**src/rtl/messbauer_pkg.sv**
```systemverilog
// Shared definitions for the Mossbauer start/channel sequencer: state encoding,
// mode constants, default timing values and a saturating counter helper.
package messbauer_pkg;

    typedef enum logic [1:0] {
        ST_IDLE       = 2'd0,
        ST_START_LOW  = 2'd1,
        ST_CHANNEL    = 2'd2,
        ST_START_HIGH = 2'd3
    } state_t;

    localparam logic CHANNEL_AFTER_MEASURE  = 1'b0;
    localparam logic START_AND_CHANNEL_SYNC = 1'b1;

    localparam int DEFAULT_GCLK_PERIOD         = 20;
    localparam int DEFAULT_START_DURATION      = 50;
    localparam int DEFAULT_START_HIGH_DURATION = 773200;
    localparam int DEFAULT_MAX_CHANNEL_NUMBER  = 4096;
    localparam int DEFAULT_DUR_W               = 24;

    function automatic logic [15:0] sat_inc16(input logic [15:0] value);
        return (value == 16'hFFFF) ? value : value + 16'd1;
    endfunction

endpackage

```
**src/rtl/messbauer_cfg_latch.sv**
```systemverilog
// Captures the per-frame configuration on a load strobe and normalises it:
// k clamped to [1, log2(MAX_CHANNEL_NUMBER)], D=0 promoted to 1, strobe only when 0<G<D.
module messbauer_cfg_latch
    import messbauer_pkg::*;
#(
    parameter int MAX_CHANNEL_NUMBER = DEFAULT_MAX_CHANNEL_NUMBER,
    parameter int DUR_W              = DEFAULT_DUR_W
) (
    input  logic             clk,
    input  logic             rst_n,
    input  logic             load,
    input  logic [3:0]       cfg_channel_log2,
    input  logic [DUR_W-1:0] cfg_channel_duration,
    input  logic [DUR_W-1:0] cfg_guard,
    input  logic             cfg_mode,
    input  logic [15:0]      cfg_frames,
    output logic [3:0]       k,
    output logic [DUR_W-1:0] dur,
    output logic [DUR_W-1:0] guard,
    output logic             strobe_en,
    output logic             mode,
    output logic [15:0]      frames
);

    localparam int K_MAX = $clog2(MAX_CHANNEL_NUMBER);

    logic [3:0]       k_clamped;
    logic [DUR_W-1:0] dur_clamped;
    logic             strobe_ok;

    always_comb begin
        k_clamped = cfg_channel_log2;
        if (cfg_channel_log2 == 4'd0) begin
            k_clamped = 4'd1;
        end else if (cfg_channel_log2 > 4'(K_MAX)) begin
            k_clamped = 4'(K_MAX);
        end
        dur_clamped = (cfg_channel_duration == '0) ? DUR_W'(1) : cfg_channel_duration;
        strobe_ok   = (cfg_guard != '0) && (cfg_guard < dur_clamped);
    end

    always_ff @(posedge clk or negedge rst_n) begin
        if (!rst_n) begin
            k         <= 4'd1;
            dur       <= DUR_W'(1);
            guard     <= '0;
            strobe_en <= 1'b0;
            mode      <= CHANNEL_AFTER_MEASURE;
            frames    <= 16'd0;
        end else if (load) begin
            k         <= k_clamped;
            dur       <= dur_clamped;
            guard     <= cfg_guard;
            strobe_en <= strobe_ok;
            mode      <= cfg_mode;
            frames    <= cfg_frames;
        end
    end

endmodule

```
**src/rtl/messbauer_sequencer.sv**
```systemverilog
// Runtime-configurable Mossbauer start/channel generator: one start frame followed
// by 2^k channel periods, with frame counting, abort and per-frame config latching.
module messbauer_sequencer
    import messbauer_pkg::*;
#(
    parameter int GCLK_PERIOD         = DEFAULT_GCLK_PERIOD,
    parameter int START_DURATION      = DEFAULT_START_DURATION,
    parameter int START_HIGH_DURATION = DEFAULT_START_HIGH_DURATION,
    parameter int MAX_CHANNEL_NUMBER  = DEFAULT_MAX_CHANNEL_NUMBER,
    parameter int DUR_W               = DEFAULT_DUR_W,
    parameter int IDX_W               = $clog2(MAX_CHANNEL_NUMBER)
) (
    input  logic             aclk,
    input  logic             areset_n,
    input  logic             enable,
    input  logic             abort,
    input  logic [3:0]       cfg_channel_log2,
    input  logic [DUR_W-1:0] cfg_channel_duration,
    input  logic [DUR_W-1:0] cfg_guard,
    input  logic             cfg_mode,
    input  logic [15:0]      cfg_frames,
    output logic             start,
    output logic             channel,
    output logic             busy,
    output logic [IDX_W-1:0] channel_index,
    output logic [15:0]      frame_count,
    output logic             frame_done
);

    if (GCLK_PERIOD < 1 || START_DURATION < 1 || START_HIGH_DURATION < 1 ||
        MAX_CHANNEL_NUMBER < 2 ||
        (MAX_CHANNEL_NUMBER & (MAX_CHANNEL_NUMBER - 1)) != 0) begin : g_param_check
        $error("messbauer_sequencer: invalid timing or channel-count parameters");
    end

    localparam logic [DUR_W-1:0] SL_LAST = DUR_W'(START_DURATION - 1);
    localparam logic [DUR_W-1:0] SH_LAST = DUR_W'(START_HIGH_DURATION - 1);

    state_t           state;
    logic [DUR_W-1:0] cnt;
    logic [DUR_W-1:0] cnt_inc;
    logic [DUR_W-1:0] threshold;
    logic [IDX_W:0]   chan_span;
    logic [IDX_W-1:0] last_index;
    logic             limit_hit;
    logic             load;

    logic [3:0]       k_eff;
    logic [DUR_W-1:0] dur_eff;
    logic [DUR_W-1:0] guard_eff;
    logic             strobe_en;
    logic             mode_eff;
    logic [15:0]      frames_eff;

    messbauer_cfg_latch #(
        .MAX_CHANNEL_NUMBER (MAX_CHANNEL_NUMBER),
        .DUR_W              (DUR_W)
    ) u_cfg_latch (
        .clk                  (aclk),
        .rst_n                (areset_n),
        .load                 (load),
        .cfg_channel_log2     (cfg_channel_log2),
        .cfg_channel_duration (cfg_channel_duration),
        .cfg_guard            (cfg_guard),
        .cfg_mode             (cfg_mode),
        .cfg_frames           (cfg_frames),
        .k                    (k_eff),
        .dur                  (dur_eff),
        .guard                (guard_eff),
        .strobe_en            (strobe_en),
        .mode                 (mode_eff),
        .frames               (frames_eff)
    );

    assign cnt_inc    = cnt + DUR_W'(1);
    assign threshold  = dur_eff - guard_eff;
    assign chan_span  = (IDX_W + 1)'(1) << k_eff;
    assign last_index = chan_span[IDX_W-1:0] - IDX_W'(1);

    // frame_count already holds the post-increment value on the last START_HIGH clock
    assign limit_hit = (frames_eff != 16'd0) && (frame_count == frames_eff);
    assign load      = !abort && enable &&
                       ((state == ST_IDLE) ||
                        (state == ST_START_HIGH && cnt == SH_LAST && !limit_hit));

    always_ff @(posedge aclk or negedge areset_n) begin
        if (!areset_n) begin
            state         <= ST_IDLE;
            cnt           <= '0;
            start         <= 1'b1;
            channel       <= 1'b1;
            busy          <= 1'b0;
            channel_index <= '0;
            frame_count   <= 16'd0;
            frame_done    <= 1'b0;
        end else if (abort) begin
            state         <= ST_IDLE;
            cnt           <= '0;
            start         <= 1'b1;
            channel       <= 1'b1;
            busy          <= 1'b0;
            channel_index <= '0;
            frame_done    <= 1'b0;
        end else begin
            frame_done <= 1'b0;
            case (state)
                ST_IDLE: begin
                    start   <= 1'b1;
                    channel <= 1'b1;
                    busy    <= 1'b0;
                    if (load) begin
                        state         <= ST_START_LOW;
                        cnt           <= '0;
                        start         <= 1'b0;
                        channel       <= (cfg_mode != START_AND_CHANNEL_SYNC);
                        busy          <= 1'b1;
                        channel_index <= '0;
                        frame_count   <= 16'd0;
                    end
                end

                ST_START_LOW: begin
                    if (cnt == SL_LAST) begin
                        state         <= ST_CHANNEL;
                        cnt           <= '0;
                        channel_index <= '0;
                        start         <= 1'b1;
                        channel       <= 1'b1;
                    end else begin
                        cnt     <= cnt_inc;
                        channel <= (mode_eff != START_AND_CHANNEL_SYNC);
                    end
                end

                // A strobe never covers cnt=0 because an enabled strobe has G < D.
                ST_CHANNEL: begin
                    if (cnt == dur_eff - DUR_W'(1)) begin
                        cnt     <= '0;
                        channel <= 1'b1;
                        if (channel_index == last_index) begin
                            state <= ST_START_HIGH;
                            if (SH_LAST == '0) begin
                                frame_done  <= 1'b1;
                                frame_count <= sat_inc16(frame_count);
                            end
                        end else begin
                            channel_index <= channel_index + IDX_W'(1);
                        end
                    end else begin
                        cnt     <= cnt_inc;
                        channel <= !(strobe_en && (cnt_inc >= threshold));
                    end
                end

                ST_START_HIGH: begin
                    if (cnt == SH_LAST) begin
                        cnt           <= '0;
                        channel_index <= '0;
                        if (load) begin
                            state   <= ST_START_LOW;
                            start   <= 1'b0;
                            channel <= (cfg_mode != START_AND_CHANNEL_SYNC);
                        end else begin
                            state <= ST_IDLE;
                            busy  <= 1'b0;
                        end
                    end else begin
                        cnt <= cnt_inc;
                        if (cnt_inc == SH_LAST) begin
                            frame_done  <= 1'b1;
                            frame_count <= sat_inc16(frame_count);
                        end
                    end
                end

                default: begin
                    state <= ST_IDLE;
                end
            endcase
        end
    end

endmodule

```
**config.mk**
```make
export PLATFORM = sky130hd
export DESIGN_NAME = messbauer_sequencer
export DESIGN_NICKNAME = d
export VERILOG_FILES = /design/src/rtl/messbauer_pkg.sv /design/src/rtl/messbauer_cfg_latch.sv /design/src/rtl/messbauer_sequencer.sv
export SDC_FILE = /design/constraint.sdc
export NUM_CORES = 1
export LEC_CHECK = 0
export ABC_AREA = 1
export CORE_MARGIN = 2
export CORE_UTILIZATION = 53
export CTS_BUF_LIST = sky130_fd_sc_hd__clkbuf_8
export DETAILED_ROUTE_END_ITERATION = 8
export GPL_TIMING_DRIVEN = 0
export PLACE_DENSITY_LB_ADDON = 0.25
export REMOVE_ABC_BUFFERS = 1
export SLEW_MARGIN = 20
export SYNTH_ARGS = -nofsm -noshare
export SYNTH_HDL_FRONTEND = slang
export SYNTH_SLANG_ARGS = --single-unit
```
**constraint.sdc**
```tcl
create_clock -name aclk -period 10.85 [get_ports aclk]
set_input_delay 2.17 -clock aclk [delete_from_list [all_inputs] [get_ports aclk]]
set_output_delay 2.17 -clock aclk [all_outputs]
set_load 0.1 [all_outputs]
```
== Word level (Yosys, flattened, before mapping) ==
Cells that the tools add are included.

* Shift operators: 1
* Bitwise logic cells: 3
* $lt $le $gt $ge: 3
* Equality and inequality tests: 22
* $add $sub $neg: 6
* Reduce and logical (&&, ||, !) cells: 25
* Multiplexer cells: 51

{| class="wikitable"
|+ Operators with widths
! kind !! number
|-
| $mux 24 || 6
|-
| $pmux 24 s4 || 1
|-
| $mux 12 || 6
|-
| $mux 16 || 4
|-
| $eq 24x20->1 const B || 2
|-
| $pmux 12 s4 || 1
|-
| $pmux 16 s2 || 1
|-
| $add 24x1->24 const B || 1
|-
| $eq 24x24->1 || 1
|-
| $eq 24x6->1 const B || 1
|-
| $ge 24x24->1 || 1
|-
| $logic_not 24->1 || 1
|-
| $lt 24x24->1 || 1
|-
| $reduce_bool 24->1 || 1
|-
| $sub 24x1->24 const B || 1
|-
| $sub 24x24->24 || 1
|-
| $ne 3x3->1 const B || 7
|-
| $mux 1 || 20
|-
| $add 16x1->16 const B || 1
|-
| $eq 16x16->1 || 1
|-
| $eq 16x16->1 const B || 1
|-
| $reduce_bool 16->1 || 1
|-
| $add 12x1->12 const B || 1
|-
| $eq 12x12->1 || 1
|-
| other kinds (28) || 48
|}

* Logic and storage cells: 125
* Register bits after elaboration: 128

== Depth between registers and ports, before layout ==
* Word-level depth: 10
* Mapped depth: 29
* Depth with buffers taken out: 29

== Hierarchy ==
From an unflattened synthesis, not the netlist that was laid out.

* Cells, all modules: 1644
* Area, all modules: 11139.4 µm²

{| class="wikitable"
|+ By module, submodules not included
! module !! cells an instance !! times used !! area an instance (µm²)
|-
| messbauer_sequencer || 1245 || 1 || 7806.2
|-
| messbauer_cfg_latch || 399 || 1 || 3333.2
|}

== Worst setup path after synthesis ==
OpenSTA, ideal clock, no wires.

* Kind: input to register
* Start point: input abort
* End point: register frame_count[6]
* Path slack: 7.061 ns
* Data arrival time: 3.666 ns
* Stages: 8
* Setup time: 0.123 ns
* Cells stage by stage: clkbuf_1 -> nor2_1 -> o22ai_1 -> a311oi_2 -> nand2_4 -> buf_6 -> nand2_1 -> nand2_1

* Cells in the longest elaborated chain, start to end: 5
* Elaborated cells between the ends (all ways): 6

{| class="wikitable"
|+ Ends and longest elaborated chain
! what !! RTL line !! text
|-
| start: declaration || messbauer_sequencer.sv:16 || <nowiki>input logic abort,</nowiki>
|-
| $logic_not 1->1 || messbauer_sequencer.sv:82 || <nowiki>assign load = !abort && enable &&</nowiki>
|-
| $logic_and 1x1->1 (2 in a row) || messbauer_sequencer.sv:82 ||
|-
| $ne 2x2->1 (no line) || -- ||
|-
| $reduce_and 6->1 (no line) * || -- ||
|-
| end signal: assignment || messbauer_sequencer.sv:144 || <nowiki>frame_count <= sat_inc16(frame_count);</nowiki>
|-
| end signal: assignment || messbauer_sequencer.sv:171 || <nowiki>frame_count <= sat_inc16(frame_count);</nowiki>
|-
| end: declaration || messbauer_sequencer.sv:26 || <nowiki>output logic [15:0] frame_count,</nowiki>
|}

Mark *: on every way between the ends. The rest lies on a longest branch, timed or not.
A chain may end at the register's enable or synchronous reset.

== Worst setup path in the final report ==
* Start point: input abort
* End point: register frame_count[12]

The elaborated chain is that of the path after synthesis.

==> results.json <==
{
  "ys_seq_area_frac": 0.292,
  "drive_above_1_share": 0.0453,
  "rows": 52,
  "avgViaCountPerCell": 5.44,
  "cap_violations": 0,
  "status": "finished, final reports clean",
  "ctsHoldBuffers": 0,
  "multi_input_area_sq_um": 6760,
  "final_nets": 1864,
  "fillers": 1939,
  "synthArstFlopShare": 1.00,
  "crit_cells": 7,
  "worstMarginPinSlew_ns": 0.977,
  "clkPwrFrac": 0.156,
  "place_congestion": 0.944,
  "die_height_microns": 148,
  "timing.rr.start": "u_cfg_latch.dur[0]$_DFFE_PN1P_",
  "min_period_over_period": 0.434,
  "fin_crit_ns": 4.71,
  "die_width_microns": 148,
  "hold_viol_final": 0,
  "grt_max_degree": 77,
  "slowest_stage": "a311oi_4",
  "cts.sinks": 128,
  "power_density_nw_per_um2": 233,
  "ant_nets": 0,
  "final-setup-viol-count": 0,
  "switching_share": 0.492,
  "core-area_sq_um": 20300,
  "p_seq_frac": 0.265,
  "comb_power_share": 0.579,
  "drv_slew": 0,
  "area_growth_pct": 15.3,
  "cp-end-kind": "flop",
  "ioPinCount": 105,
  "clockRootBuffer": "clkbuf_8",
  "drtIter0Drc": 758,
  "io_buffers": 104,
  "skew_ns": 0.0233,
  "synth_edf_count": 0,
  "avgSynthCellArea_sq_um": 6.76,
  "drc": 0,
  "p_int_mw": 1.50,
  "critical_path_buf_inv_count": 1,
  "grt_antenna_before_repair": 0,
  "track_usage": 0.274,
  "postCtsResizedCells": 0,
  "crit_arrival_ns": 5.05,
  "cts_setup_buffers": 0,
  "grt_pass1_wl_mm": 48.6,
  "post_drt_wl_per_cell_microns": 14.8,
  "worstPathRequired_ns": 11.20,
  "cts_buffer_depth": 2,
  "die_area_sq_um": 21900,
  "clk_latency_ns": 0.47,
  "fmax_mhz": 213,
  "ir_drop_uv": 119,
  "rsz0062_at_grt": "false",
  "path_common_cell": "nand2_1",
  "vias": 10800,
  "dr.pass1.iters": 5,
  "worst_r2r_path_depth": 29,
  "drt-total-wl_mm": 29.5,
  "p_leak_nw": 6.18,
  "fin_total_pwr_mw": 2.96,
  "worstPathCellList": "clkdlybuf4s50_1 -> nor2_1 -> o22ai_1 -> a311oi_4 -> nand2_4 -> nand2_1 -> nand2_1",
  "hp-class": "flop to flop",
  "gr-total-overflow": 0,
  "syn_area_sq_um": 11000,
  "grt_pass1_vias": 9978,
  "worstSetupStartpoint": "abort",
  "start_kind": "input pin",
  "yosys_warnings": 0,
  "synth_cells": 1627,
  "ys.flop_type": "dfrtp_1",
  "ys_ff_latch": 128,
  "p_sw_mw": 1.46,
  "ys_types": 51,
  "r2r_slack_ns": 6.82,
  "clkSlewWorstSetupHoldPaths_ns": 0.09,
  "register_area_sq_um": 3210,
  "crit_fanout": 17,
  "reg2reg_to": "channel$_DFFE_PN1P_",
  "cts_buffers": 17,
  "antennaDiodeCount": 0,
  "slowest_delay_ns": 0.83,
  "tritoncts": "built",
  "start_util": 0.541,
  "whs_ns": 0.497,
  "crit_type": "input pin to flop",
  "h-tree-depth": 4,
  "place_hpwl_mm": 23.2,
  "tns_ns": 0,
  "cp_top_family": "simple AND/OR/NAND/NOR gates",
  "endpoint": "frame_count[12]$_DFFE_PN0P_",
  "relSlewSlack": 0.347
}
cells in the mapped netlist, types with 2 or more instances:
cell type,count,area share
xor2_1,73,0.058
clkbuf_2,3,0.0014
nand2_1,439,0.15
o21ai_1,4,0.0018
o21ai_0,102,0.046
nand2_2,7,0.0040
a21boi_0,2,0.0014
dfstp_2,4,0.0096
buf_4,3,0.0020
a31oi_1,4,0.0023
clkbuf_1,16,0.0055
buf_1,4,0.0014
inv_2,5,0.0017
dfrtp_1,124,0.28
nand2_4,3,0.0031
nor2_1,164,0.056
nor4_1,15,0.0085
nand3b_1,6,0.0041
a21oi_1,62,0.028
nand3_2,3,0.0027
xnor2_1,35,0.028
buf_6,2,0.0020
inv_1,213,0.073
nand3_1,102,0.046
nor3_1,37,0.017
or2_2,2,0.0011
and2_1,2,0.0011
nor2_2,7,0.0040
buf_2,17,0.0077
nor2_4,4,0.0041
a211oi_1,4,0.0027
nand4_1,53,0.030
ha_1,81,0.092
o211ai_1,4,0.0027
o21bai_1,5,0.0034
per-layer routing:
metal / up-vias / track usage / wire (microns)
met3: 40 / 0.0262 / 1430
met2: 300 / 0.442 / 13600
met5: - / 0 / 0
li1: 5415 / - / -
met4: 0 / 0.0871 / 628
met1: 5087 / 0.391 / 13900
layout by cell type, fill, tap and decap left out, types with 2 or more instances in the layout:
master / instances
clkinv_4: 3
inv_2: 5
nor3_1: 36
clkbuf_8: 18
nor4_1: 15
o21ai_1: 4
bufinv_16: 3
nand3_2: 3
o211ai_1: 4
xor2_1: 73
dfstp_2: 4
a211oi_1: 4
nand3_1: 102
dfrtp_1: 124
inv_1: 214
nand2_2: 7
or2_2: 2
nand4_1: 53
nand2_4: 4
o21ai_0: 102
inv_6: 5
xnor2_1: 35
a21oi_1: 62
ha_1: 81
nor2_1: 164
nor3_2: 2
a21boi_0: 2
a31oi_1: 4
nand3b_1: 6
nor2_4: 4
o21bai_1: 5
nand2_1: 438
and2_1: 2
buf_4: 2
nor2_2: 7
clkdlybuf4s50_1: 103
sequential cells by signal, summed over array words and instances, names as in the netlist:
name	flops
busy	1
channel	1
channel_index	12
cnt	24
frame_count	16
frame_done	1
start	1
state	2
u_cfg_latch.dur	24
u_cfg_latch.frames	16
u_cfg_latch.guard	24
u_cfg_latch.k	4
u_cfg_latch.mode	1
u_cfg_latch.strobe_en	1
stage by stage:
step,utilization,area [sq um],worst slack [ns],cells
global placement,0.598,12100,2.43,1956
finish,0.624,12700,6.14,1992
global route,0.624,12700,5.95,1992
floorplan,-,10800,6.12,1582
detailed placement,0.603,12200,5.74,1960
CTS,0.624,12700,6.22,1992
logic make-up (layout without fill, tap and decap cells):
kind of cell	Yosys count	count (layout)	share of synthesized area
adder cells (fa/ha/maj)	82	82	0.0940
buffers and inverters	264	359	0.0953
AND/OR/NAND/NOR	850	850	0.337
AO/OA/AOI/OAI	195	195	0.0954
flip-flops	128	128	0.292
XOR/XNOR	108	108	0.0861
area by class of cell:
cell class                 count  area share
multi-input combinational   1235       0.534
clock buffer                  18      0.0196
clock inverter                14      0.0141
inverter                     219      0.0653
timing repair buffer         108      0.0875
sequential                   128       0.253
tap                          270      0.0267
worst reg2reg max path: cells and delay by family (launching register included):
kind | cells | cell delay (ns)
and+or+nand+nor | 17 | 1.47
adders and majority gates | 3 | 0.90
AOI/OAI and AO/OA | 4 | 0.70
DFF | 1 | 0.37
buffers and inverters | 4 | 0.36
xor gates and xnor gates | 1 | 0.17
how the worst min path moves through the flow:
stage	start	end	depth (start not counted)
finish	u_cfg_latch.guard[15]$_DFFE_PN0P_	u_cfg_latch.guard[15]$_DFFE_PN0P_	2
global route	u_cfg_latch.guard[17]$_DFFE_PN0P_	u_cfg_latch.guard[17]$_DFFE_PN0P_	2
CTS	u_cfg_latch.guard[22]$_DFFE_PN0P_	u_cfg_latch.guard[22]$_DFFE_PN0P_	2
detailed placement	u_cfg_latch.guard[12]$_DFFE_PN0P_	u_cfg_latch.guard[12]$_DFFE_PN0P_	2
global placement	u_cfg_latch.guard[11]$_DFFE_PN0P_	u_cfg_latch.guard[11]$_DFFE_PN0P_	2
floorplan	u_cfg_latch.strobe_en$_DFFE_PN0P_	u_cfg_latch.strobe_en$_DFFE_PN0P_	2
power groups by stage:
stage	clock (mW)	combinational, mW	sequential (mW)
final	0.462	1.71	0.784
after global routing	0.484	1.97	0.804
after CTS	0.468	1.71	0.778
after detailed placement	0	1.69	0.786
after global placement	0	1.63	0.782
after floorplan	0	1.29	0.779
Note: power is estimated with default switching activity, not from simulation.
